### src/rtl/dcache_port_arbiter.sv
// -----------------------------------------------------------------------------
// dcache_port_arbiter
//   Shares one D$ request port among NumReq requesters. The winner is chosen
//   by fixed priority (index 0 highest) or round-robin. A request that the
//   cache has seen but not yet accepted stays locked to its requester.
//   Read responses come back in grant order and are steered to the requester
//   recorded in an in-order ID FIFO.
//
// Ports
//   clk_i, rst_i          clock, asynchronous active-high reset
//   req_valid_i/we_i      per-requester request valid / write flag
//   req_index_i/tag_i     packed address fields, requester i at [i*W +: W]
//   req_wdata_i/be_i      packed write data / byte enables
//   req_gnt_o             per-requester grant (one-hot or zero)
//   req_rvalid_o          per-requester read-data valid (one-hot or zero)
//   req_rdata_o           read data, broadcast to all requesters
//   cache_req_o, cache_we_o, cache_index_o, cache_tag_o, cache_wdata_o,
//   cache_be_o            request to the cache (fields of the selected requester)
//   cache_gnt_i           cache accepts the request
//   cache_rvalid_i/rdata_i read response from the cache, in grant order
//   rsp_err_o             one-cycle pulse: response arrived with no read pending
// -----------------------------------------------------------------------------
module dcache_port_arbiter #(
  parameter int NumReq         = 2,
  parameter int IdxW           = 12,
  parameter int TagW           = 44,
  parameter int DataW          = 64,
  parameter int RoundRobin     = 0,
  parameter int MaxOutstanding = 4
) (
  input  logic                        clk_i,
  input  logic                        rst_i,
  input  logic [NumReq-1:0]           req_valid_i,
  input  logic [NumReq-1:0]           req_we_i,
  input  logic [NumReq*IdxW-1:0]      req_index_i,
  input  logic [NumReq*TagW-1:0]      req_tag_i,
  input  logic [NumReq*DataW-1:0]     req_wdata_i,
  input  logic [NumReq*DataW/8-1:0]   req_be_i,
  output logic [NumReq-1:0]           req_gnt_o,
  output logic [NumReq-1:0]           req_rvalid_o,
  output logic [DataW-1:0]            req_rdata_o,
  output logic                        cache_req_o,
  output logic                        cache_we_o,
  output logic [IdxW-1:0]             cache_index_o,
  output logic [TagW-1:0]             cache_tag_o,
  output logic [DataW-1:0]            cache_wdata_o,
  output logic [DataW/8-1:0]          cache_be_o,
  input  logic                        cache_gnt_i,
  input  logic                        cache_rvalid_i,
  input  logic [DataW-1:0]            cache_rdata_i,
  output logic                        rsp_err_o
);

  localparam int BeW  = DataW / 8;
  localparam int SelW = $clog2(NumReq);
  localparam int PtrW = (MaxOutstanding > 1) ? $clog2(MaxOutstanding) : 1;
  localparam int CntW = $clog2(MaxOutstanding) + 1;

  localparam logic [SelW-1:0] LastIdx = SelW'(NumReq - 1);
  localparam logic [CntW-1:0] MaxCnt  = CntW'(MaxOutstanding);
  localparam logic [PtrW-1:0] LastPtr = PtrW'(MaxOutstanding - 1);

  logic [SelW-1:0] r_rr_ptr;
  logic            r_lock;
  logic [SelW-1:0] r_owner;
  logic [SelW-1:0] r_fifo [MaxOutstanding];
  logic [PtrW-1:0] r_wptr;
  logic [PtrW-1:0] r_rptr;
  logic [CntW-1:0] r_count;
  logic            r_rsp_err;

  logic [SelW-1:0] w_winner;
  logic [SelW-1:0] w_sel;
  logic            w_any;
  logic            w_sel_we;
  logic            w_can_issue;
  logic            w_hs;
  logic            w_push;
  logic            w_pop;

  // Winner search. Loops run from the far end so the last hit is the one
  // closest to the search start (index 0, or rr_ptr in round-robin mode).
  always_comb begin
    logic [SelW-1:0] v_idx;
    w_winner = '0;
    v_idx    = '0;
    if (RoundRobin != 0) begin
      for (int k = NumReq - 1; k >= 0; k--) begin
        v_idx = SelW'((int'(r_rr_ptr) + k) % NumReq);
        if (req_valid_i[v_idx]) w_winner = v_idx;
      end
    end else begin
      for (int i = NumReq - 1; i >= 0; i--) begin
        if (req_valid_i[i]) w_winner = SelW'(i);
      end
    end
  end

  assign w_sel    = r_lock ? r_owner : w_winner;
  assign w_any    = |req_valid_i;
  assign w_sel_we = req_we_i[w_sel];

  // A read may issue into a full FIFO when a response frees a slot this cycle.
  assign w_can_issue = w_sel_we | (r_count < MaxCnt) |
                       (cache_rvalid_i & (r_count != '0));

  assign cache_req_o = w_any & w_can_issue & ~rst_i;
  assign w_hs        = cache_req_o & cache_gnt_i;
  assign w_push      = w_hs & ~w_sel_we;
  assign w_pop       = cache_rvalid_i & (r_count != '0) & ~rst_i;

  assign cache_we_o    = w_any & w_sel_we;
  assign cache_index_o = w_any ? req_index_i[w_sel*IdxW +: IdxW]   : '0;
  assign cache_tag_o   = w_any ? req_tag_i[w_sel*TagW +: TagW]     : '0;
  assign cache_wdata_o = w_any ? req_wdata_i[w_sel*DataW +: DataW] : '0;
  assign cache_be_o    = w_any ? req_be_i[w_sel*BeW +: BeW]        : '0;

  always_comb begin
    req_gnt_o    = '0;
    req_rvalid_o = '0;
    if (w_hs)  req_gnt_o[w_sel]           = 1'b1;
    if (w_pop) req_rvalid_o[r_fifo[r_rptr]] = 1'b1;
  end

  assign req_rdata_o = cache_rdata_i;
  assign rsp_err_o   = r_rsp_err;

  always_ff @(posedge clk_i or posedge rst_i) begin
    if (rst_i) begin
      r_rr_ptr  <= '0;
      r_lock    <= 1'b0;
      r_owner   <= '0;
      r_wptr    <= '0;
      r_rptr    <= '0;
      r_count   <= '0;
      r_rsp_err <= 1'b0;
    end else begin
      // A response with nothing pending is dropped and flagged.
      r_rsp_err <= cache_rvalid_i & (r_count == '0);

      if (w_hs) begin
        r_lock <= 1'b0;
      end else if (cache_req_o) begin
        r_lock  <= 1'b1;
        r_owner <= w_sel;
      end

      if ((RoundRobin != 0) && w_hs) begin
        r_rr_ptr <= (w_sel == LastIdx) ? '0 : w_sel + 1'b1;
      end

      if (w_push) r_wptr <= (r_wptr == LastPtr) ? '0 : r_wptr + 1'b1;
      if (w_pop)  r_rptr <= (r_rptr == LastPtr) ? '0 : r_rptr + 1'b1;

      case ({w_push, w_pop})
        2'b10:   r_count <= r_count + 1'b1;
        2'b01:   r_count <= r_count - 1'b1;
        default: r_count <= r_count;
      endcase
    end
  end

  // ID storage needs no reset: entries are only read when count > 0.
  always_ff @(posedge clk_i) begin
    if (w_push) r_fifo[r_wptr] <= w_sel;
  end

  // A locked requester must keep its request up until it is granted.
  a_lock_hold: assert property (@(posedge clk_i) disable iff (rst_i)
                                r_lock |-> req_valid_i[r_owner]);

endmodule

### config.mk
export PLATFORM = sky130hd
export DESIGN_NAME = dcache_port_arbiter
export DESIGN_NICKNAME = d
export VERILOG_FILES = /design/src/rtl/dcache_port_arbiter.sv
export SDC_FILE = /design/constraint.sdc
export NUM_CORES = 1
export LEC_CHECK = 0
export BUFFER_PORTS_ARGS = -buffer_cell sky130_fd_sc_hd__buf_4
export CORE_AREA = 2 2 204 206
export CTS_CLUSTER_DIAMETER = 80
export DETAILED_ROUTE_END_ITERATION = 10
export DIE_AREA = 0 0 206 208
export HOLD_SLACK_MARGIN = 0.08
export SKIP_LAST_GASP = 1
export SLEW_MARGIN = 5
export SYNTH_ARGS = -nofsm -noshare
export SYNTH_HDL_FRONTEND = slang
export SYNTH_SLANG_ARGS = --single-unit
export TNS_END_PERCENT = 5
### constraint.sdc
create_clock -name clk_i -period 6.7 [get_ports clk_i]
set_input_delay 0.335 -clock clk_i [delete_from_list [all_inputs] [get_ports clk_i]]
set_output_delay 0.335 -clock clk_i [all_outputs]
set_load 0.1 [all_outputs]
-- Word-level counts from Yosys, hierarchy flattened
Memories as Yosys holds them, arrays and structs flattened.
Index checks and enable logic that the tools add are counted.
- bits in latches: 0
- register bits after elaboration: 10
- bits in writable memories: 4
- word-level logic and storage cells: 69
- input bits: 328
- memories kept: 1
- output and inout port bits: 199
- ROM bits: 0
- memories (name ; words ; bits a word ; rd ports ; clocked after memory_dff ; write ports ; line ; RTL):
    r_fifo ; 4 ; 1 ; 1 ; 0 ; 1 ; 66 ; logic [SelW-1:0] r_fifo [MaxOutstanding];
- shift-type cells: 4
- div/mod/pow operators: 0
- multipliers: 2
- add/sub/neg operators: 4
- eq/ne operators: 4
- mux-type cells: 22
- magnitude comparators: 5
- bitwise logic cells: 13
- reductions and logical operators: 8
- operator list (operator ; count):
    128-bit by 8-bit variable part select with 64-bit output ; 1
    88-bit by 8-bit variable part select with 44-bit output ; 1
    64-bit 2-to-1 mux ; 1
    44-bit 2-to-1 mux ; 1
    24-bit by 6-bit variable part select with 12-bit output ; 1
    16-bit by 5-bit variable part select with 8-bit output ; 1
    12-bit 2-to-1 mux ; 1
    1-bit 2-to-1 mux ; 11
    1-bit AND ; 8
    2-bit 2-to-1 mux ; 4
    8-bit 2-to-1 mux ; 1
    2-bit == test (second input constant) ; 3
    3-bit one-hot mux with 2 select lines ; 1
    1-bit by 4-bit multiplier with 5-bit output (second input constant) ; 1
    2-bit by 1-bit adder with 2-bit output (second input constant) ; 2
    1-bit by 2-bit < comparator with 1-bit output (second input constant) ; 2
    2-bit nonzero test ; 2
    3-bit by 1-bit adder with 3-bit output (second input constant) ; 1
    3-bit logical NOT ; 1
    3-bit < comparator (second input constant) ; 1
    1-bit by 2-bit multiplier with 3-bit output (second input constant) ; 1
    1-bit inverter ; 3
    3-bit nonzero test ; 1
    3-bit by 1-bit subtractor with 3-bit output (second input constant) ; 1
    7 further kinds ; 11

-- Longest topological paths before layout
Gate-level depths: netlist of the first run.
- word-level depth: 13
- depth in mapped cells: 11

-- Worst setup path after synthesis of the first run
No wires, ideal clock.
- path kind: flip-flop to output port
- from: register r_lock
- to: output req_gnt_o[0]
- required time: 6.365 ns
- path slack: 3.015 ns
- cell stages (with the launch flop): 5
- data arrival time: 3.350 ns
- cells stage by stage: dfrtp_1 or3b_4 a21bo_1 a211oi_2 and3_1
- word-level cells in the longest chain between the ends: 9
- elaborated cells between the ends (all ways): 14
- classes of those cells: 2 x order compare; 6 x mux; 5 x bitwise; 1 x reduce/logical
- RTL lines (what ; line ; RTL):
    from (decl) ; 64 ; logic r_lock;
    from (signal assigned) ; 131 ; r_lock <= 1'b0;
    from (signal assigned) ; 142 ; r_lock <= 1'b0;
    from (signal assigned) ; 144 ; r_lock <= 1'b1;
    1-bit 2-to-1 mux ; 99 ; assign w_sel = r_lock ? r_owner : w_winner;
    1-bit 2-to-1 mux (not written as such) (2 in a row) ; 101 ; assign w_sel_we = req_we_i[w_sel];
    1-bit OR (2 in a row) ; 104 ; assign w_can_issue = w_sel_we | (r_count < MaxCnt) |
    1-bit AND (2 in a row) ; 107 ; assign cache_req_o = w_any & w_can_issue & ~rst_i;
    via cache_req_o ; 42 ; output logic cache_req_o,
    1-bit AND ; 108 ; assign w_hs = cache_req_o & cache_gnt_i;
    2-bit 2-to-1 mux ; 121 ; if (w_hs) req_gnt_o[w_sel] = 1'b1;
    to (decl) ; 39 ; output logic [NumReq-1:0] req_gnt_o,
The timed path passes the listed nets, and every way through them passes these cells. The select of a mux whose other input is x is not followed.

-- Worst setup path in the final report of the first run
- from: register r_lock
- to: output cache_wdata_o[2]
- word-level cells in the longest chain between the ends: 3
- RTL lines (what ; line ; RTL):
    1-bit 2-to-1 mux ; 99 ;
    128-bit by 8-bit variable part select with 64-bit output ; 115 ; assign cache_wdata_o = w_any ? req_wdata_i[w_sel*DataW +: DataW] : '0;
    64-bit 2-to-1 mux ; 115 ;
    to (decl) ; 46 ; output logic [DataW-1:0] cache_wdata_o,
No other way between the ends.

==> impl_metrics.json, run 1 <==
{
  "synth_flop_cell": "dfrtp_1",
  "p_per_area_mw_per_mm2": 421,
  "cts_buffer_depth": 2,
  "cts_resized": 0,
  "rr_worst_depth": 10,
  "initial_core_util_pct": 7.86,
  "pin_count": 527,
  "clock_latency_ns": 0.24,
  "post_cts.repair.setup_buffers": 0,
  "critPathRequiredTime_ns": 6.36,
  "finish.utilization_pct": 15.3,
  "antenna_found_initial": 5,
  "wl_per_cell_um": 13.8,
  "die-width_um": 206,
  "worstSetupStartpointType": "flop",
  "worst_setup_path_end_kind": "output pin",
  "p_leak_nw": 3.15,
  "first_pass_iters": 4,
  "status": "finished clean",
  "worst_slew_pin_slew_ns": 0.827,
  "drt_iter0_markers": 205,
  "clk_pin_slew_ns": 0.05,
  "synthMostInstantiatedCell": "nand2_1",
  "synth.area.top_cells": "nand2_1, a21oi_1, buf_4",
  "gp_congestion": 0.800,
  "fin_crit_sh_pct": 58.7,
  "syn_avg_cell_area_um2": 5.67,
  "coreArea_mm2": 0.0406,
  "hold_buffers": 0,
  "synth_top_area_share_pct": 30.4,
  "cts_buffers": 3,
  "slew_viol_final": 0,
  "synthTopCellsByCount": "nand2_1, a21oi_1, buf_4, buf_2, clkbuf_1",
  "grt_pass1_wl_um": 26200,
  "setup_viol": 0,
  "hold_viol": 0,
  "setup_ws_ns": 2.77,
  "grt_overflow": 0,
  "synth_area_mm2": 0.00319,
  "fp-row-count": 74,
  "ys_ff_latch": 14,
  "synth.yosys.warnings": 0,
  "final_layout_size_suffix_gt1_share_pct": 48.4,
  "grt_usage_pct": 8.06,
  "postRouteAntennaNets": 0,
  "rsz0062_at_grt": "false",
  "fin_crit_ns": 3.93,
  "skew_ns": 0.00172,
  "worstHoldPathType": "in2async",
  "cp_max_fo": 79,
  "clockRootBuffer": "clkbuf_16",
  "placed_area_mm2": 0.00611,
  "async_flop_share_pct": 71.4,
  "synthCells": 562,
  "nets": 1196,
  "die_h_um": 208,
  "synth-edff-count": 4,
  "dp_hpwl_um": 16300,
  "relSlewSlack_pct": 44.9,
  "syn_nets": 897,
  "pre_cts_ws_ns": 2.83,
  "viasPerCell": 3.42,
  "cts.sinks": 14,
  "grt_max_degree": 80,
  "first_global_vias": 4454,
  "drcViolationCount": 0,
  "synth_cell_types": 34,
  "io_buffer_count": 398,
  "syn_to_final_growth_pct": 94.3,
  "dieArea_mm2": 0.0428,
  "drv_cap": 0,
  "tns_ns": 0,
  "synth_area_leader_cell": "nand2_1",
  "synth.yosys.seq_area_share_pct": 11.6,
  "ir_worst_vdd_mv": 0.137,
  "drt-total-wl_um": 19200,
  "worstPathArrival_ns": 3.60,
  "num_vias": 4767,
  "design_area_mm2": 0.00619,
  "fmax_mhz": 254,
  "htreeDepth": 1,
  "cts_tree": "yes",
  "critPathKind": "reg2out"
}
-- power by group --
part | switching [mW] | internal (mW) | total (mW) | leakage, nW
clock | 0.0327 | 0.0802 | 0.113 | 0.0382
sequential | 0.0282 | 0.120 | 0.148 | 0.158
combinational | 1.84 | 0.503 | 2.34 | 2.95
-- cells in the final DEF, fill, tap and decap left out, types with 2 or more instances in the layout --
| cell type | count |
|---|---|
| ha_1 | 6 |
| mux2i_1 | 2 |
| mux2_4 | 2 |
| nand2_1 | 258 |
| clkbuf_16 | 3 |
| inv_1 | 8 |
| and2_1 | 6 |
| mux2_2 | 3 |
| edfxtp_1 | 4 |
| buf_4 | 402 |
| and3_1 | 2 |
| dfrtp_1 | 10 |
| a21oi_1 | 131 |
| nor2_1 | 3 |
| xor2_1 | 2 |
-- metrics by stage --
| stage | std cells | hold WS [ns] | power (mW) |
|---|---|---|---|
| after floorplan | 562 | 0.183 | 2.22 |
| after global placement | 1388 | 0.375 | 2.49 |
| after detailed placement | 1388 | 0.388 | 2.51 |
| after CTS | 1392 | 0.128 | 2.63 |
| after global routing | 1392 | 0.160 | 2.73 |
| final | 1393 | 0.124 | 2.61 |
-- flip-flops by register name (all words and copies together) (netlist names) --
signal	cells
r_fifo	4
r_rptr	2
rsp_err_o	1
r_lock	1
r_owner	1
r_count	3
r_wptr	2
-- cells by family after synthesis --
kind of cell               Yosys count  synth area share (%)
and+or+nand+nor                    278                  34.2
xor gates and xnor gates             3                 0.824
muxes                                8                  3.34
adders and majority gates            7                  2.98
buffers and inverters              117                  25.2
DFF                                 14                  11.6
AOI/OAI and AO/OA                  135                  21.8
-- per-layer routing --
layer  routed length [um]  vias up  global-route usage [%]
met2                 9560      329                    15.0
met1                 7470     2077                    9.20
met4                  369        0                    1.80
li1                     -     2333                       -
met5                    0        -                       0
met3                 1830       28                    1.91
-- final timing paths --
check                               startpoint               end  slack [ns]
max in group asynchronous                rst_i         r_rptr[0]        6.28
min in group clk_i              cache_rvalid_i         rsp_err_o        0.33
worst min-delay path                     rst_i        r_count[2]        0.12
worst min register to register      r_count[2]        r_count[2]        0.50
worst max register to register          r_lock        r_count[2]        4.14
worst max-delay path                    r_lock  cache_wdata_o[2]        2.77
-- area by class of cell --
cell class	count	area [um^2]
Tap cell	532	666
Inverter	9	36.3
Clock buffer	4	78.8
Timing Repair Buffer	402	3020
Antenna cell	1	2.50
Sequential cell	14	370
Multi-Input combinational cell	431	2020
Fill cell	4660	34400
-- critical path, cell delays in order (launching register included) --
cell     delay, ns
dfrtp_1       0.40
or3b_4        0.42
and2_4        0.35
inv_4         0.51
buf_4         0.71
nand2_1       0.11
a21oi_1       0.33
buf_4         0.36
(Power assumes the default switching activity.)
==> run 2: changes to the inputs <==
- CORE_AREA: 2 2 204 206 -> 2 2 203 205
- DIE_AREA: 0 0 206 208 -> 0 0 205 207
- clock period: 6.7 -> 3.4 ns (I/O delays scaled with it)
==> impl_metrics.json, run 2 (synthesis gave the netlist of run 1 again) <==
{
  "hold_end": "r_lock",
  "rr_worst_depth": 10,
  "r2r_start": "r_lock",
  "grt_overflow": 0,
  "coreArea_mm2": 0.0404,
  "highest_layer": "met5",
  "critPathRequiredTime_ns": 3.23,
  "clock_latency_ns": 0.24,
  "clk_pin_slew_ns": 0.05,
  "antenna_found_initial": 7,
  "layout_commonest_cell": "buf_4",
  "worst_setup_path_end_kind": "output pin",
  "dieArea_mm2": 0.0424,
  "cts_tree": "yes",
  "tns_ns": 0,
  "clockRootBuffer": "clkbuf_16",
  "slew_viol_final": 0,
  "dr_wl_met2_um": 10600,
  "setup_viol": 0,
  "final_layout_size_suffix_gt1_share_pct": 48.6,
  "worstHoldPathType": "in2reg",
  "largest_register_ffs": 4,
  "drv_cap": 0,
  "ir_worst_vdd_mv": 0.433,
  "top_regs": "r_fifo: 4 flops, r_count: 3 flops",
  "first_global_vias": 4657,
  "cts_buffers": 3,
  "viasPerCell": 3.45,
  "first_pass_iters": 4,
  "drt_iter0_markers": 216,
  "layoutNonFillerInstCount": 1396,
  "r2r-end": "r_count[2]",
  "worst_slew_pin_slew_ns": 0.791,
  "p_per_area_mw_per_mm2": 832,
  "die_h_um": 207,
  "wl_met1_um": 7630,
  "fin_crit_ns": 2.78,
  "gp_congestion": 0.759,
  "hold_viol": 0,
  "cts.sinks": 14,
  "fin_crit_sh_pct": 81.8,
  "num_vias": 4816,
  "critPathKind": "reg2out",
  "grt_usage_pct": 8.71,
  "grt_pass1_wl_um": 27700,
  "nets": 1199,
  "drcViolationCount": 0,
  "syn_to_final_growth_pct": 96.4,
  "initial_core_util_pct": 7.90,
  "wl_met3_um": 1650,
  "io_buffer_count": 398,
  "drt-total-wl_um": 20300,
  "cp_max_fo": 64,
  "pin_count": 527,
  "holdCritStartpoint": "cache_gnt_i",
  "dp.cells": 1390,
  "final_cell_mix": "buf_4, nand2_1, a21oi_1",
  "grt_max_degree": 130,
  "worstPathArrival_ns": 2.61,
  "p_leak_nw": 3.18,
  "fmax_mhz": 360,
  "postRouteAntennaNets": 0,
  "cts_buffer_depth": 2,
  "wl_per_cell_um": 14.6,
  "worstSetupStartpointType": "flop",
  "relSlewSlack_pct": 47.2,
  "worst-r2r-setup-slack_ns": 0.83,
  "dp_hpwl_um": 17500,
  "min_path_cells": 2,
  "htreeDepth": 1,
  "skew_ns": 0.00133,
  "fp-row-count": 74,
  "rsz0062_at_grt": "false",
  "status": "finished clean",
  "largest_register": "r_fifo",
  "die-width_um": 205
}
==> run 2: cell types whose count changed in the layout (fill, tap and decap cells not counted) <==
cell           previous run  this run
buf_12                    0         2
a211oi_2                  1         0
a211oi_4                  0         1
clkbuf_1                  1         0
clkbuf_8                  0         1
dlygate4sd3_1             0         1
==> run 2: worst max path at each step <==
stage	from	end	slack [ns]	cells past startpoint
floorplan	r_lock	cache_tag_o[14]	0.30	8
global placement	r_lock	r_count[2]	0.88	10
detailed placement	r_lock	r_count[2]	0.84	10
CTS	r_lock	cache_wdata_o[8]	0.58	7
global route	r_lock	cache_wdata_o[8]	0.50	7
finish	r_lock	cache_tag_o[21]	0.62	7
==> run 2: area by class of cell <==
| cell class | instances | area [um^2] |
|---|---|---|
| Antenna cell | 1 | 2.50 |
| Tap cell | 532 | 666 |
| Clock buffer | 4 | 88.8 |
| Multi-Input combinational cell | 431 | 2030 |
| Sequential cell | 14 | 370 |
| Timing Repair Buffer | 405 | 3070 |
| Inverter | 9 | 36.3 |
| Fill cell | 4660 | 34100 |
==> run 2: where the power goes <==
group | internal [mW] | switching (mW)
Sequential | 0.236 | 0.0517
Combinational | 1.02 | 3.65
Clock | 0.178 | 0.0699
Total | 1.44 | 3.77
==> run 2: timing repair <==
item	4_1_cts	5_1_grt
hold endpoints to repair	10	0
setup buffers	0	0
hold buffers	1	0
gates resized for setup	0	0
==> run 2: through the flow <==
| stage | hold slack, ns | power [mW] | cell area [um^2] | util [%] | setup slack [ns] |
|---|---|---|---|---|---|
| 2_1_floorplan | 0.0181 | 4.37 | 3200 | - | 0.301 |
| 3_3_place_gp | 0.228 | 4.95 | 6160 | 15.3 | 0.882 |
| 3_5_place_dp | 0.233 | 4.99 | 6160 | 15.3 | 0.835 |
| 4_1_cts | 0.138 | 5.25 | 6260 | 15.5 | 0.583 |
| 5_1_grt | 0.152 | 5.44 | 6260 | 15.5 | 0.497 |
| 6_report | 0.145 | 5.21 | 6260 | 15.5 | 0.620 |
==> run 2: worst max-delay path: stages (launching register included) <==
cell	delay (ns)
dfrtp_1	0.40
or3b_4	0.43
and2_4	0.19
inv_4	0.24
buf_12	0.27
nand2_1	0.13
a21oi_1	0.26
buf_4	0.34
==> run 2: per-layer routing <==
layer  up-vias  track usage [%]
li1       2337                -
met1      2120             9.43
met2       315             17.1
met3        42             1.68
met4         2             1.86
met5         -                0
==> run 3: changes to the inputs <==
- ABC_AREA: default -> 1
- CORE_AREA: 2 2 203 205 -> 2 2 208 210
- DIE_AREA: 0 0 205 207 -> 0 0 210 212
- clock period: 3.4 -> 2.5 ns (I/O delays scaled with it)
==> impl_metrics.json, run 3 <==
{
  "dp_hpwl_um": 16200,
  "cts_resized": 0,
  "dieArea_mm2": 0.0445,
  "antenna_found_initial": 5,
  "drt-total-wl_um": 19000,
  "cts_buffers": 3,
  "skew_ns": 0.00164,
  "fin_crit_ns": 2.17,
  "drt_iter0_markers": 207,
  "die-width_um": 210,
  "synth.yosys.warnings": 0,
  "synth-compound-area-share_pct": 22.2,
  "layoutNonFillerInstCount": 1451,
  "endpoint": "r_count[2]",
  "worst_setup_path_end_kind": "flop",
  "async_flop_share_pct": 71.4,
  "fp-row-count": 76,
  "hold_viol": 0,
  "layout_commonest_cell": "buf_4",
  "synth.yosys.seq_area_share_pct": 11.8,
  "min_path_cells": 3,
  "wl_per_cell_um": 13.1,
  "synth_top_area_share_pct": 32.1,
  "clock_latency_ns": 0.25,
  "coreArea_mm2": 0.0425,
  "ir_worst_vdd_mv": 0.451,
  "syn_nets": 926,
  "grt_pass1_wl_um": 26100,
  "synthTopCellsByCount": "nor2_1, o21ai_0, buf_4, inv_1, nand2_1",
  "setup_viol": 0,
  "fillers": 4903,
  "worstPathArrival_ns": 2.29,
  "worstHoldPathType": "in2reg",
  "first_global_vias": 4452,
  "slew_viol_final": 0,
  "critPathLaunch": "rst_i",
  "first_pass_iters": 5,
  "p_leak_nw": 3.17,
  "grt_usage_pct": 7.62,
  "dp.cells": 1442,
  "top_regs": "r_fifo: 4 flops, r_count: 3 flops",
  "grt_overflow": 0,
  "ys_ff_latch": 14,
  "regArea_um2": 370,
  "synth_cell_types": 26,
  "p_per_area_mw_per_mm2": 1090,
  "multi_input_area_mm2": 0.00197,
  "critPathRequiredTime_ns": 2.62,
  "synth-simple-area-share_pct": 36.7,
  "r2r_start": "r_lock",
  "worst-r2r-setup-slack_ns": 0.38,
  "synth-edff-count": 4,
  "fin_crit_sh_pct": 86.9,
  "io_buffer_count": 398,
  "fmax_mhz": 460,
  "postRouteAntennaNets": 0,
  "rsz0062_at_grt": "false",
  "cts_tree": "yes",
  "synthCells": 591,
  "viasPerCell": 3.41,
  "cp_max_fo": 7,
  "nets": 1237,
  "grt_max_degree": 73,
  "cts_buffer_depth": 2,
  "final_layout_size_suffix_gt1_share_pct": 46.7,
  "syn_to_final_growth_pct": 104,
  "synthAdderAreaFrac_pct": 3.04,
  "clk_pin_slew_ns": 0.05,
  "synthMostInstantiatedCell": "nor2_1",
  "worstSetupStartpointType": "input port",
  "drcViolationCount": 0,
  "critPathKind": "in2reg",
  "synth_top_family_by_area": "simple AND/OR/NAND/NOR gates",
  "syn_avg_cell_area_um2": 5.30,
  "drv_cap": 0,
  "synth.area.top_cells": "nor2_1, o21ai_0, buf_4",
  "synth_area_leader_cell": "nor2_1",
  "relSlewSlack_pct": 72.7,
  "gp_congestion": 0.731,
  "largest_register": "r_fifo",
  "synth_area_mm2": 0.00313,
  "holdWs_ns": 0.170,
  "status": "finished clean",
  "synth_flop_cell": "dfrtp_1",
  "synth_xor_area_share_pct": 0.559,
  "pin_count": 527,
  "post_cts.repair.setup_buffers": 0,
  "num_vias": 4952,
  "die_h_um": 212,
  "clockRootBuffer": "clkbuf_16",
  "worst_slew_pin_slew_ns": 0.408,
  "largest_register_ffs": 4,
  "htreeDepth": 1,
  "r2r-end": "r_count[2]",
  "rr_worst_depth": 11,
  "cts.sinks": 14,
  "initial_core_util_pct": 7.37,
  "final_cell_mix": "buf_4, nor2_1, o21ai_0",
  "synth_mux_area_share_pct": 0
}
-- run 3: cell types whose count changed in the layout (fill, tap and decap cells not counted), sizes merged, moves of 3 or more --
cell   before  now
nand2     258   20
and2        7    1
mux2        5    0
buf       404  411
diode       1    4
o21ai       0  135
inv         9   25
nor2        4  268
a21oi     131    2
nand3       0    4
-- run 3: layout make-up --
| cell class | instances | area share (%) |
|---|---|---|
| antenna | 4 | 0.157 |
| clock buffer | 3 | 1.18 |
| clock inverter | 1 | 0.0588 |
| inverter | 26 | 1.59 |
| multi-input combinational | 445 | 30.8 |
| sequential | 14 | 5.80 |
| tap | 546 | 10.7 |
| timing repair buffer | 412 | 49.7 |
-- run 3: what timing repair did --
item                                    in CTS  in global routing
endpoints found under the setup margin       0                  0
hold buffers                                 1                  0
hold endpoints to repair                    10                  0
-- run 3: kinds of logic after synthesis --
family	count (synthesis)
adder cells (fa/ha/maj)	7
flip-flops	14
AO/OA/AOI/OAI	138
XOR/XNOR	2
AND/OR/NAND/NOR	298
buffers and inverters	132
-- run 3: per-stage QoR --
step                setup TNS (ns)  cell area [um^2]  setup slack [ns]  total power [mW]  util, %
floorplan                   -0.175              3140           -0.0875              5.68        -
global placement                 0              6280             0.413              6.64     14.8
detailed placement               0              6280             0.420              6.69     14.8
CTS                              0              6370             0.312              7.01     15.0
global route                     0              6380             0.158              7.29     15.0
finish                           0              6380             0.328              6.97     15.0
-- run 3: critical path: stages --
cell,delay [ns]
dlygate4sd3_1,0.55
buf_4,0.16
nor3_2,0.36
ha_1,0.23
inv_1,0.07
fa_1,0.37
a21oi_1,0.15
o21ai_0,0.11
xor2_1,0.15
-- run 3: routing by layer --
layer | up-vias | track usage, % | wire length, um
met5 | - | 0 | 11
met4 | 2 | 3.18 | 792
met3 | 70 | 2.35 | 1890
met2 | 283 | 12.0 | 8740
met1 | 2166 | 9.62 | 7600
li1 | 2431 | - | -
-- run 3: worst min-delay path by stage --
stage / end / slack [ns] / start
6_report: rsp_err_o / 0.17 / cache_rvalid_i
5_1_grt: rsp_err_o / 0.19 / cache_rvalid_i
4_1_cts: rsp_err_o / 0.16 / cache_rvalid_i
3_5_place_dp: r_lock / 0.18 / rst_i
3_3_place_gp: r_wptr[1] / 0.17 / rst_i
2_1_floorplan: r_count[0] / -0.03 / rst_i
-- run 3: report_power, final --
group	switching, mW	internal [mW]	total, mW
registers	0.0676	0.315	0.383
clock network	0.0933	0.212	0.305
logic	4.92	1.35	6.28
